`src/rtl/decode_stage.sv`:
```
// decode_stage: ID stage of the riscky five-stage RV32I pipeline.
//
// Decodes the fetched instruction into execute-stage controls. It also holds
// the 32-entry integer register file, which writeback writes. It builds the
// sign-extended immediate and captures everything in the ID/EX register.
//
// Ports:
//   clk, rst_n            clock; synchronous active-low reset
//   instr_d, pc_d,        instruction, its PC and PC+4 from fetch
//   pc_plus4_d
//   stall_d, flush_e      hazard-unit hold / bubble controls for ID/EX
//   reg_write_w, rd_w,    writeback port into the register file
//   result_w
//   rs1_d, rs2_d          combinational source indices for the hazard unit
//   *_e                   registered ID/EX outputs consumed by execute
//
// Configuration macro: RISCKY_RF_BYPASS_EN. When it is defined, a same-cycle
// writeback to a register being read is forwarded (write-through). When it is
// undefined, the read returns the old value.
module decode_stage (
  input  logic        clk,
  input  logic        rst_n,
  input  logic [31:0] instr_d,
  input  logic [31:0] pc_d,
  input  logic [31:0] pc_plus4_d,
  input  logic        stall_d,
  input  logic        flush_e,
  input  logic        reg_write_w,
  input  logic [4:0]  rd_w,
  input  logic [31:0] result_w,
  output logic [4:0]  rs1_d,
  output logic [4:0]  rs2_d,
  output logic [31:0] rd1_e,
  output logic [31:0] rd2_e,
  output logic [31:0] imm_ext_e,
  output logic [31:0] pc_e,
  output logic [31:0] pc_plus4_e,
  output logic [4:0]  rs1_e,
  output logic [4:0]  rs2_e,
  output logic [4:0]  rd_e,
  output logic [2:0]  funct3_e,
  output logic        reg_write_e,
  output logic        mem_write_e,
  output logic        jump_e,
  output logic        branch_e,
  output logic        alu_src_e,
  output logic        alu_src_a_e,
  output logic        illegal_e,
  output logic [1:0]  result_src_e,
  output logic [3:0]  alu_ctrl_e
);

  localparam logic [6:0] OP_R      = 7'b0110011;
  localparam logic [6:0] OP_IMM    = 7'b0010011;
  localparam logic [6:0] OP_LOAD   = 7'b0000011;
  localparam logic [6:0] OP_STORE  = 7'b0100011;
  localparam logic [6:0] OP_BRANCH = 7'b1100011;
  localparam logic [6:0] OP_JAL    = 7'b1101111;
  localparam logic [6:0] OP_JALR   = 7'b1100111;
  localparam logic [6:0] OP_LUI    = 7'b0110111;
  localparam logic [6:0] OP_AUIPC  = 7'b0010111;

  localparam logic [3:0] ALU_ADD  = 4'b0000;
  localparam logic [3:0] ALU_SUB  = 4'b0001;
  localparam logic [3:0] ALU_AND  = 4'b0010;
  localparam logic [3:0] ALU_OR   = 4'b0011;
  localparam logic [3:0] ALU_XOR  = 4'b0100;
  localparam logic [3:0] ALU_SLT  = 4'b0101;
  localparam logic [3:0] ALU_SLTU = 4'b0110;
  localparam logic [3:0] ALU_SLL  = 4'b0111;
  localparam logic [3:0] ALU_SRL  = 4'b1000;
  localparam logic [3:0] ALU_SRA  = 4'b1001;
  localparam logic [3:0] ALU_PASS = 4'b1010;

  // Register-register and register-immediate ALU op. Only R-type may select SUB;
  // instr[30] picks SRA for both forms of the right shift.
  function automatic logic [3:0] alu_arith(input logic [2:0] f3, input logic b30,
                                           input logic is_r);
    logic [3:0] op;
    case (f3)
      3'b000:  op = (is_r && b30) ? ALU_SUB : ALU_ADD;
      3'b001:  op = ALU_SLL;
      3'b010:  op = ALU_SLT;
      3'b011:  op = ALU_SLTU;
      3'b100:  op = ALU_XOR;
      3'b101:  op = b30 ? ALU_SRA : ALU_SRL;
      3'b110:  op = ALU_OR;
      3'b111:  op = ALU_AND;
      default: op = ALU_ADD;
    endcase
    return op;
  endfunction

  // Comparison the ALU performs for a branch: equality via SUB, signed or unsigned less-than.
  function automatic logic [3:0] alu_branch(input logic [2:0] f3);
    logic [3:0] op;
    case (f3)
      3'b100, 3'b101: op = ALU_SLT;
      3'b110, 3'b111: op = ALU_SLTU;
      default:        op = ALU_SUB;
    endcase
    return op;
  endfunction

  logic [31:0] rf [32];
  logic [31:0] rf_rd1, rf_rd2, imm;
  logic [6:0]  opcode;
  logic [2:0]  funct3;
  logic        c_reg_write, c_mem_write, c_jump, c_branch, c_alu_src, c_alu_src_a, c_illegal;
  logic [1:0]  c_result_src;
  logic [3:0]  c_alu_ctrl;

  assign rs1_d  = instr_d[19:15];
  assign rs2_d  = instr_d[24:20];
  assign opcode = instr_d[6:0];
  assign funct3 = instr_d[14:12];

  // Register file write port; reset clears it and discards a coincident write.
  always_ff @(posedge clk) begin
    if (!rst_n) begin
      for (int i = 0; i < 32; i++) rf[i] <= 32'h0;
    end else if (reg_write_w && (rd_w != 5'd0)) begin
      rf[rd_w] <= result_w;
    end
  end

  // Register file read ports; x0 is hard-wired to zero.
  always_comb begin
    rf_rd1 = 32'h0;
    rf_rd2 = 32'h0;
`ifdef RISCKY_RF_BYPASS_EN
    if (reg_write_w && (rd_w != 5'd0) && (rd_w == rs1_d)) rf_rd1 = result_w;
    else if (rs1_d != 5'd0) rf_rd1 = rf[rs1_d];
    else rf_rd1 = 32'h0;
    if (reg_write_w && (rd_w != 5'd0) && (rd_w == rs2_d)) rf_rd2 = result_w;
    else if (rs2_d != 5'd0) rf_rd2 = rf[rs2_d];
    else rf_rd2 = 32'h0;
`else
    if (rs1_d != 5'd0) rf_rd1 = rf[rs1_d];
    else rf_rd1 = 32'h0;
    if (rs2_d != 5'd0) rf_rd2 = rf[rs2_d];
    else rf_rd2 = 32'h0;
`endif
  end

  // Opcode decode: controls and immediate format.
  always_comb begin
    c_reg_write  = 1'b0;
    c_mem_write  = 1'b0;
    c_jump       = 1'b0;
    c_branch     = 1'b0;
    c_alu_src    = 1'b0;
    c_alu_src_a  = 1'b0;
    c_illegal    = 1'b0;
    c_result_src = 2'b00;
    c_alu_ctrl   = ALU_ADD;
    imm          = 32'h0;
    case (opcode)
      OP_R: begin
        c_reg_write = 1'b1;
        c_alu_ctrl  = alu_arith(funct3, instr_d[30], 1'b1);
      end
      OP_IMM: begin
        c_reg_write = 1'b1;
        c_alu_src   = 1'b1;
        c_alu_ctrl  = alu_arith(funct3, instr_d[30], 1'b0);
        imm         = {{20{instr_d[31]}}, instr_d[31:20]};
      end
      OP_LOAD: begin
        c_reg_write  = 1'b1;
        c_alu_src    = 1'b1;
        c_result_src = 2'b01;
        imm          = {{20{instr_d[31]}}, instr_d[31:20]};
      end
      OP_STORE: begin
        c_mem_write = 1'b1;
        c_alu_src   = 1'b1;
        imm         = {{20{instr_d[31]}}, instr_d[31:25], instr_d[11:7]};
      end
      OP_BRANCH: begin
        c_branch   = 1'b1;
        c_alu_ctrl = alu_branch(funct3);
        imm        = {{20{instr_d[31]}}, instr_d[7], instr_d[30:25], instr_d[11:8], 1'b0};
      end
      OP_JAL: begin
        c_reg_write  = 1'b1;
        c_jump       = 1'b1;
        c_result_src = 2'b10;
        imm = {{12{instr_d[31]}}, instr_d[19:12], instr_d[20], instr_d[30:21], 1'b0};
      end
      OP_JALR: begin
        c_reg_write  = 1'b1;
        c_jump       = 1'b1;
        c_alu_src    = 1'b1;
        c_result_src = 2'b10;
        imm          = {{20{instr_d[31]}}, instr_d[31:20]};
      end
      OP_LUI: begin
        c_reg_write = 1'b1;
        c_alu_src   = 1'b1;
        c_alu_ctrl  = ALU_PASS;
        imm         = {instr_d[31:12], 12'h000};
      end
      OP_AUIPC: begin
        c_reg_write = 1'b1;
        c_alu_src   = 1'b1;
        c_alu_src_a = 1'b1;
        imm         = {instr_d[31:12], 12'h000};
      end
      default: c_illegal = 1'b1;
    endcase
  end

  // ID/EX pipeline register: reset and flush both zero it (a bubble), stall holds it.
  always_ff @(posedge clk) begin
    if (!rst_n || flush_e) begin
      rd1_e        <= 32'h0;
      rd2_e        <= 32'h0;
      imm_ext_e    <= 32'h0;
      pc_e         <= 32'h0;
      pc_plus4_e   <= 32'h0;
      rs1_e        <= 5'd0;
      rs2_e        <= 5'd0;
      rd_e         <= 5'd0;
      funct3_e     <= 3'd0;
      reg_write_e  <= 1'b0;
      mem_write_e  <= 1'b0;
      jump_e       <= 1'b0;
      branch_e     <= 1'b0;
      alu_src_e    <= 1'b0;
      alu_src_a_e  <= 1'b0;
      illegal_e    <= 1'b0;
      result_src_e <= 2'b00;
      alu_ctrl_e   <= 4'b0000;
    end else if (!stall_d) begin
      rd1_e        <= rf_rd1;
      rd2_e        <= rf_rd2;
      imm_ext_e    <= imm;
      pc_e         <= pc_d;
      pc_plus4_e   <= pc_plus4_d;
      rs1_e        <= rs1_d;
      rs2_e        <= rs2_d;
      rd_e         <= instr_d[11:7];
      funct3_e     <= funct3;
      reg_write_e  <= c_reg_write;
      mem_write_e  <= c_mem_write;
      jump_e       <= c_jump;
      branch_e     <= c_branch;
      alu_src_e    <= c_alu_src;
      alu_src_a_e  <= c_alu_src_a;
      illegal_e    <= c_illegal;
      result_src_e <= c_result_src;
      alu_ctrl_e   <= c_alu_ctrl;
    end
  end

endmodule

```
`config.mk`:
```
export PLATFORM = sky130hd
export DESIGN_NAME = decode_stage
export DESIGN_NICKNAME = d
export VERILOG_FILES = /design/src/rtl/decode_stage.sv
export SDC_FILE = /design/constraint.sdc
export NUM_CORES = 2
export LEC_CHECK = 0
export ABC_AREA = 1
export CORE_MARGIN = 8
export CORE_UTILIZATION = 50
export DETAILED_ROUTE_END_ITERATION = 8
export DONT_BUFFER_PORTS = 1
export GPL_TIMING_DRIVEN = 1
export MAX_ROUTING_LAYER = met4
export RECOVER_POWER = 100
export SLEW_MARGIN = 10
export SYNTH_ARGS = -nofsm -noshare
export SYNTH_HDL_FRONTEND = slang
export SYNTH_SLANG_ARGS = --single-unit
export TNS_END_PERCENT = 5
```
`constraint.sdc`:
```
create_clock -name clk -period 7.53 [get_ports clk]
set_clock_uncertainty 0.15 [all_clocks]
set_input_delay 2.259 -clock clk [delete_from_list [all_inputs] [get_ports clk]]
set_output_delay 2.259 -clock clk [all_outputs]
set_load 0.05 [all_outputs]
```
# ---- After elaboration in Yosys (flattened, before gate mapping)
# Memory sizes are Yosys's and may differ from the RTL's.
# Cells that the tools add are included.
dict set report totals {
  register_bits 191
  ram_bits 1024
  in_bits 138
  wordCells 75
  memories 1
}
# name words width read_ports rd_ports_with_merged_regs write_ports line
set memory_table {}
lappend memory_table {rf 32 32 2 0 32 105} ;# logic [31:0] rf [32];
dict set report op_classes {
  eq_ne 16
  mux 24
  n_reduce_logical 16
}
# op n
set op_table {}
lappend op_table {{case mux 32 bit (5 select lines)} 1}
lappend op_table {{2-to-1 mux 32 bit} 3}
lappend op_table {{case mux 4 bit (8 select lines)} 2}
lappend op_table {{OR reduction 32 bit} 1}
lappend op_table {{equality test 7 x 6 -> 1 bit, second input constant} 3}
lappend op_table {{equality test 7 bit, second input constant} 3}
lappend op_table {{case mux 4 bit (4 select lines)} 1}
lappend op_table {{nonzero test 5 bit} 3}
lappend op_table {{equality test 7 x 5 -> 1 bit, second input constant} 2}
lappend op_table {{2-to-1 mux 1 bit} 14}
lappend op_table {{equality test 3 bit, second input constant} 4}
lappend op_table {{OR reduction 9 bit} 1}
lappend op_table {{OR reduction 2 bit} 4}
lappend op_table {{equality test 7 x 2 -> 1 bit, second input constant} 1}
lappend op_table {{OR reduction 7 bit} 1}
lappend op_table {{equality test 3 x 2 -> 1 bit, second input constant} 2}
lappend op_table {{case mux 3 bit (2 select lines)} 1}
lappend op_table {{OR reduction 6 bit} 1}
lappend op_table {{2-to-1 mux 5 bit} 1}
lappend op_table {{case mux 2 bit (2 select lines)} 1}
lappend op_table {{equality test 3 x 1 -> 1 bit, second input constant} 1}
lappend op_table {{zero test 3 bit} 1}
lappend op_table {{OR reduction 3 bit} 1}
lappend op_table {{logical AND 1 bit} 1}
lappend op_table {{other kinds (2)} 2}

# ---- Depth between registers and ports, before layout
dict set report logic_depth {
  depth_word 7
  mapped_depth 13
}

# ---- Least setup slack after synthesis
# OpenSTA, ideal clock, no wires.
dict set report synth_path {
  kind {input to output}
  start {in instr_d[15]}
  end {out rs1_d[0]}
  arrival_time_ps 2429
  required_ps 5121
  setup_slack_ps 2692
  stages 1
  cell_sequence {buf_4}
}
# item line
set synth_rtl {}
lappend synth_rtl {{start: declaration} 23} ;# input logic [31:0] instr_d,
lappend synth_rtl {{end: declaration} 31} ;# output logic [4:0] rs1_d,
# No word-level cell between the ends.

==> metrics <==
Post-Syn Area per Cell=7.88 µm²; overall power=16.4 mW; hold_buf cts=0; Fin. Hold Viols=0; max_cap viols=42; final antenna-violating net count=0; CP endpoint kind=flip-flop; crit-path max FO=33; TritonCTS Buffers=140; GRT Total Usage=35.8%; post-synthesis compound-gate area fraction=4.35%; LEAKAGE=27.6 nW; Cell Area, Synth=63,000 µm²; Starting Density=50.3%; WS Path Type=primary input to flip-flop; commonest non-fill, non-tap cell in the layout=nand2_1; share of cells above drive strength 1=4.27%; post_cts resized=0; Final Max Tran Viols=1,486; number of buffers added for setup after CTS=0; Clock transition at path regs=60 ps; worst-skew pair later-pin latency=800 ps; initial antenna violation count=10; Post-synth top flop=edfxtp_1; Synth Area in Simple Gates=35.4%; final core occ=53.8%; first-pass GRT wire length=356 mm; die width=371 µm; Hold Crit Class=flip-flop to flip-flop; Synth top area share=48.8%; critical path data arrival time=6490 ps; Post-Synthesis Cells=8,002; Final Critical Period=6250 ps; dpl hpwl=139 mm; number of synthesized flops with an enable pin=1,024; Routed Wire Length=249 mm; number of global-route vias before repair=53,300; required time worst endpoint=7770 ps; Synth warnings=0; Critical Path Source Type=primary input; CTS root buf=clkbuf_16; wire length per cell=26.7 µm; fin nets=7,714; Slew HR=-118%; Pwr Density=243 nW/µm²; worst slew pin tran=3270 ps; GRT overflow=0; Initial DRC Count=8,910; Die ar.=138,000 µm²; placed cell count=9,084; Setup-failing EPs final=0; RSZ-0062 raised after global routing=no; VDD IR max=0.219 mV; Async SR Flop Fraction=0%; #FFs+latches synth=1,215; IO Pins=339; largest net degree at the start of global routing=517; mux cell area share after synthesis=0%; Seq/Total Area, Yosys=54.8%; xor/xnor share of the synthesized area=0.0139%; outcome=finished, violations left; failing checks=max-capacitance violations, max-slew violations; fmax=0.160 GHz; total core area=125,000 µm²; combinational family with the most area after synthesis=simple AND/OR/NAND/NOR gates; GP Congestion=0.903; vias post-DR=57,800; H-tree Lvls=4; Sink Count=1,215; Synth cell types=28; placement row count=130; fin cells=9,345; Layout area overhead=7.03%; Pre-antenna DRT Iters=9; PortBufs=0; Adder-Cell Fraction of Synth Area=0%; Remaining DRCs=0; leading area contributor after synthesis=edfxtp_1; most frequent cells in the layout=nand2_1, nand3_1, nor2_1; TNS Setup=0 ps; TritonCTS clock tree=yes; vias per cell=6.19; DIE HEIGHT=371 µm; period utilization=83.0%; clk buf depth=3; Fillers=11,700; synth top area cells=edfxtp_1, nand2_1, nand3_1
-- metal layers --
metal  GRT usage (%)  wire length, µm
met5               -                0
met4            16.4            12000
met3            11.1            34100
met2            52.5           110000
met1            45.4            93300
-- flip-flops by register name (all words and copies together) (netlist names), 5 cells and up --
signal      cells
pc_e           32
rd_e            5
rs1_e           5
pc_plus4_e     32
rs2_e           5
rd2_e          32
imm_ext_e      32
rf           1024
rd1_e          32
-- synth_stat cells, drive strengths merged, types with 14 or more instances --
cell type,instances
buf,355
a21oi,508
nand3,1176
nand2,3153
nand3b,64
nor2,1071
inv,65
dfxtp,191
edfxtp,1024
nor3,14
clkbuf,336
o21ai,29
-- cells by family after synthesis --
family | count (synthesis)
XOR/XNOR | 1
flip-flops | 1215
buffers and inverters | 759
AO/OA/AOI/OAI | 545
other | 1
AND/OR/NAND/NOR | 5481
-- final timing paths --
kind / slack, ps / end / cells after the start / from
worst max-delay path: 1280 / rf[3][4] / 5 / rst_n
worst max register to register: 5440 / rd1_e[20] / 8 / rf[15][20]
worst min-delay path: 560 / rd1_e[14] / 2 / rd1_e[14]
worst min register to register: 560 / rd1_e[14] / 2 / rd1_e[14]
-- critical path, stage by stage --
cell	delay [ps]
nand2_1	310
nor3_1	1430
nand2_2	270
clkbuf_1	930
nand2_2	1190
-- where the power goes --
| part | switching [mW] | internal, mW |
|---|---|---|
| combinational | 1.23 | 0.434 |
| clock | 2.88 | 3.92 |
| sequential | 0.313 | 7.64 |
| total | 4.43 | 12.0 |
-- metrics by stage --
step           hold WS, ps  cell area [µm²]  worst slack (ps)
3_3_place_gp           550            63200              2050
3_5_place_dp           553            63200              2010
6_report               557            67500              1280
5_1_grt                574            67500              1320
2_1_floorplan          525            63200              2690
4_1_cts                561            67600              2830
-- area by class of cell --
class                   count  area (µm²)  share of cell area [%]
inverters                  68         299                   0.443
diodes                      8        20.0                  0.0297
clock inverters            67         582                   0.862
flip-flops and latches   1215       34600                    51.2
multi-input cells        6059       25300                    37.5
well taps                1650        2060                    3.06
clock buffers             186        3870                    5.74
repair buffers             92         744                    1.10
Power figures use the tool's default switching activity.
